**src/rtl/shift_add_multiplier_param.sv**
```systemverilog
// Sequential unsigned shift-add multiplier with a Start/Ready/Done handshake.
// One (WIDTH+1)-bit adder per iteration; its carry is shifted back into P so no bit is lost.
module shift_add_multiplier_param #(
  parameter int WIDTH = 4,
  parameter int CNT_W = $clog2(WIDTH + 1)
) (
  input  logic               Clock,
  input  logic               Reset,
  input  logic               Start,
  input  logic [WIDTH-1:0]   OperandoA,
  input  logic [WIDTH-1:0]   OperandoB,
  output logic               Ready,
  output logic               Busy,
  output logic               Done,
  output logic [2*WIDTH-1:0] Produto
);

  typedef enum logic [1:0] {
    IDLE,
    CALC,
    FIN
  } state_t;

  state_t             state_q, state_d;
  logic [WIDTH-1:0]   m_q, m_d;
  logic [WIDTH-1:0]   q_q, q_d;
  logic [WIDTH:0]     p_q, p_d;
  logic [WIDTH:0]     sum;
  logic [CNT_W-1:0]   cnt_q, cnt_d;
  logic [2*WIDTH-1:0] prod_q, prod_d;

  always_ff @(posedge Clock) begin
    if (Reset) begin
      state_q <= IDLE;
      m_q     <= '0;
      q_q     <= '0;
      p_q     <= '0;
      cnt_q   <= '0;
      prod_q  <= '0;
    end else begin
      state_q <= state_d;
      m_q     <= m_d;
      q_q     <= q_d;
      p_q     <= p_d;
      cnt_q   <= cnt_d;
      prod_q  <= prod_d;
    end
  end

  always_comb begin
    state_d = state_q;
    m_d     = m_q;
    q_d     = q_q;
    p_d     = p_q;
    cnt_d   = cnt_q;
    prod_d  = prod_q;
    // P's top bit is always 0 after each shift, so p_q equals {1'b0, P[WIDTH-1:0]}.
    sum     = p_q + (q_q[0] ? {1'b0, m_q} : '0);

    case (state_q)
      IDLE: begin
        if (Start) begin
          m_d     = OperandoA;
          q_d     = OperandoB;
          p_d     = '0;
          cnt_d   = CNT_W'(WIDTH);
          state_d = CALC;
        end
      end
      CALC: begin
        p_d   = {1'b0, sum[WIDTH:1]};
        q_d   = {sum[0], q_q[WIDTH-1:1]};
        cnt_d = cnt_q - CNT_W'(1);
        if (cnt_q == CNT_W'(1)) begin
          prod_d  = {p_d[WIDTH-1:0], q_d};
          state_d = FIN;
        end
      end
      FIN: begin
        state_d = IDLE;
      end
      default: begin
        state_d = IDLE;
      end
    endcase
  end

  assign Ready   = (state_q == IDLE);
  assign Busy    = (state_q == CALC);
  assign Done    = (state_q == FIN);
  assign Produto = prod_q;

endmodule

```
**config.mk**
```make
export PLATFORM = sky130hd
export DESIGN_NAME = shift_add_multiplier_param
export DESIGN_NICKNAME = d
export VERILOG_FILES = /design/src/rtl/shift_add_multiplier_param.sv
export SDC_FILE = /design/constraint.sdc
export NUM_CORES = 1
export LEC_CHECK = 0
export CAP_MARGIN = 20
export CORE_UTILIZATION = 46
export DETAILED_ROUTE_END_ITERATION = 8
export PLACE_DENSITY = 0.74
export SLEW_MARGIN = 10
export SYNTH_ARGS = -nofsm -noshare
export SYNTH_HDL_FRONTEND = slang
export SYNTH_SLANG_ARGS = --single-unit
```
**constraint.sdc**
```tcl
create_clock -name Clock -period 1.5 [get_ports Clock]
set_input_delay 0.3 -clock Clock [delete_from_list [all_inputs] [get_ports Clock]]
set_output_delay 0.3 -clock Clock [all_outputs]
set_load 0.005 [all_outputs]
```
==> results of run 1 <==
## placed cells by master, fill, tap and decap left out, types with 2 or more instances in the layout
cell type,n
and2_1,2
buf_4,12
a211oi_2,2
and2_4,2
dlygate4sd2_1,2
clkbuf_4,3
inv_2,2
dfxtp_1,14
ha_1,4
inv_1,4
a21oi_1,13
dfxtp_2,9
a311oi_2,4
a31oi_1,2
clkdlybuf4s50_1,10
a21o_1,2
nor2_2,2
nor2_1,9
nand2_2,6
a21oi_2,3
dlymetal6s2s_1,9
dfxtp_4,2
nand2b_4,2
nand2_1,27
ha_4,2
nand3_1,4
## kinds of logic after synthesis
family	count (synthesis)	share of synthesized area, %
compound gates	28	16.85
xor+xnor	2	1.439
fa+ha+maj	7	7.811
buf+inv	15	6.988
flops	25	41.11
simple gates	62	25.80
## per-stage QoR
| stage | power (mW) | worst slack, ns |
|---|---|---|
| after floorplan | 0.8935 | 0.003945 |
| after global placement | 0.9775 | -0.009429 |
| after detailed placement | 0.9830 | -0.06925 |
| after CTS | 1.298 | -0.1236 |
| after global routing | 1.361 | -0.1416 |
| final | 1.291 | -0.08300 |
## final cells by class
| class | count | area, um2 | share of cell area (%) |
|---|---|---|---|
| Multi-Input combinational cell | 99 | 715.7 | 42.59 |
| Sequential cell | 25 | 519.2 | 30.90 |
| Timing Repair Buffer | 35 | 351.6 | 20.92 |
| Tap cell | 30 | 37.54 | 2.234 |
| Inverter | 7 | 28.78 | 1.713 |
| Clock buffer | 3 | 22.52 | 1.340 |
| Clock inverter | 1 | 5.005 | 0.2978 |
## flip-flops by register name, summed over array words and instances (netlist names)
name     flops
Produto      8
p_q          4
cnt_q        3
q_q          4
state_q      2
m_q          4
## worst paths after layout
| check | cells after the start | startpoint | endpoint | slack, ns |
|---|---|---|---|---|
| max reg2reg | 7 | q_q[0] | p_q[0] | -0.08 |
| max | 7 | q_q[0] | p_q[0] | -0.08 |
| min | 2 | Produto[5] | Produto[5] | 0.46 |
| min reg2reg | 2 | Produto[5] | Produto[5] | 0.46 |
## layer usage
layer | track usage [%] | wire, um
met3 | 6.034 | 122
met5 | 0 | 0
met4 | 4.386 | 12
met1 | 24.31 | 1153
met2 | 35.63 | 1229
## where the power goes
group	switching (mW)	internal [mW]	leakage (nW)
logic	0.129	0.132	0.600
clock network	0.204	0.100	0.0177
registers	0.0271	0.699	0.210
total	0.360	0.931	0.828
## critical path: stages, from the launching register on
cell     delay, ns
dfxtp_4       0.39
and2_4        0.14
ha_4          0.13
inv_2         0.03
fa_2          0.53
nor2_1        0.04
a31oi_1       0.15
nor2_1        0.06
## timing repair
item                       4_1_cts  5_1_grt
hold buffers                     0        0
setup endpoints to repair       13       18
pin swaps                        7       10
gates resized for setup         19       23
buffers inserted                 1        2
==> metrics.md, run 1 <==
| Metric | Value |
|---|---|
| Final hold slack | `0.4622 ns` |
| Register area share after synthesis | `41.11%` |
| Share of layout cells above drive strength 1 | `37.06%` |
| # setup viols final | `8` |
| Detailed placement HPWL | `around 1.8 mm` |
| Syn Inst Count | `about 140` |
| Total track usage | `20.44%` |
| Largest net degree at the start of global routing | `20` |
| Fillers | `194` |
| Final max-slew violation count | `0` |
| First-pass GRT wire length | `4.098 mm` |
| Top post-synthesis cells by area | `dfxtp_1 41%, nand2_1 8.6%, a21oi_1 6.6%` |
| Final instance area | `0.001680 mm2` |
| Setup TNS | `-0.3968 ns` |
| Reg clk slew, reported paths | `0.14 ns` |
| PwrDens | `768.3 mW/mm2` |
| Ant. Diodes | `0` |
| Failing checks | `negative setup slack` |
| Critical path class | `reg2reg` |
| IO Count | `22` |
| Startpoint Class | `flip-flop` |
| Final hold vios | `0` |
| Remaining antenna violation count | `0` |
| Most frequent cell after synthesis | `nand2_1` |
| Starting DRT DRC Count | `18` |
| CTS tree | `done` |
| Drc violations | `0` |
| Hold Path Class | `reg2reg` |
| Nets | `189` |
| Dpl cells | `193` |
| Drt total wl | `2.518 mm` |
| EDFF count, synth | `0` |
| Final core occ | `67.22%` |
| F_max | `between 600 and 700 MHz` |
| Post-Layout Cell Count | `200` |
| Inserted Clock Buffers | `3` |
| CP Max Fanout | `4` |
| Critical Path RT | `1.73 ns` |
| Placed cell area | `between 0.0015 and 0.002 mm2` |
| Yosys top cell area share | `41.11%` |
| Die width | `53.45 um` |
| Crit path time final | `1.583 ns` |
| Routability congestion estimate | `0.7427` |
| Actual slew at the worst max-slew pin | `0.3464 ns` |
| CTS sink cnt | `25` |
| Starting Density | `48.70%` |
| Synthesis-to-finish area growth | `38.03%` |
| Status | `finished, violations left` |
| Die Ht | `53.45 um` |
| Syn_area_per_cell | `8.758 um2` |
| Syn Std Cell Area | `0.001217 mm2` |
| CP Data Arrival Time | `1.81 ns` |
| Post-synth ARST share | `0%` |
| Period utilization | `105.5%` |
| Post-synth top flop | `dfxtp_1` |
| Clock Latency Late Sink | `0.33 ns` |
| Final Worst Setup Slack | `-0.08300 ns` |
| Crit. End Element | `flip-flop` |
| Headroom to the max-slew limit | `approximately three quarters` |
| Max Cap Viol | `0` |
| Via density | `a little over 5` |
| Synth cell count leaders | `28 x nand2_1, 25 x dfxtp_1, 16 x a21oi_1, 9 x nor2_1` |
| # rows | `18` |
| Drt pass-1 iters | `4` |
| Netlist cell types | `32` |
| Port bufs | `21` |
| DR WL/cell | `12.59 um` |
| Core area | `0.002500 mm2` |
| GRT overflow | `0` |
| Max Buffers Root-to-Sink | `2` |
| Most area-hungry cell type in the Yosys netlist | `dfxtp_1` |
| Number of antenna violations at the first check in global routing | `0` |
| DIE AREA | `0.002856 mm2` |
| Via count | `1010` |
| Clock root buffer | `clkbuf_4` |
| P_leak | `0.8278 nW` |
| Setup Skew | `0.01460 ns` |
| Synth Net Count | `roughly 160` |
| Seq cells post-synth | `25` |
| RSZ-0062 raised after global routing | `true` |
| Number of global-route vias before repair | `915` |
| Syn. warnings | `0` |
| CTS H-Tree Depth | `1` |
| Max VDD drop | `~0.56 mV` |
Power figures use the tool's default switching activity.
==> run 2: changes to the inputs <==
--- a/config.mk
+++ b/config.mk
@@ -7,6 +7,7 @@
 export LEC_CHECK = 0
 export CAP_MARGIN = 20
 export CORE_UTILIZATION = 46
+export CTS_CLUSTER_SIZE = 14
 export DETAILED_ROUTE_END_ITERATION = 8
 export PLACE_DENSITY = 0.74
 export SLEW_MARGIN = 10
==> results of run 2 <==
The final DEF is identical to that of run 1; final timing and power are the same.
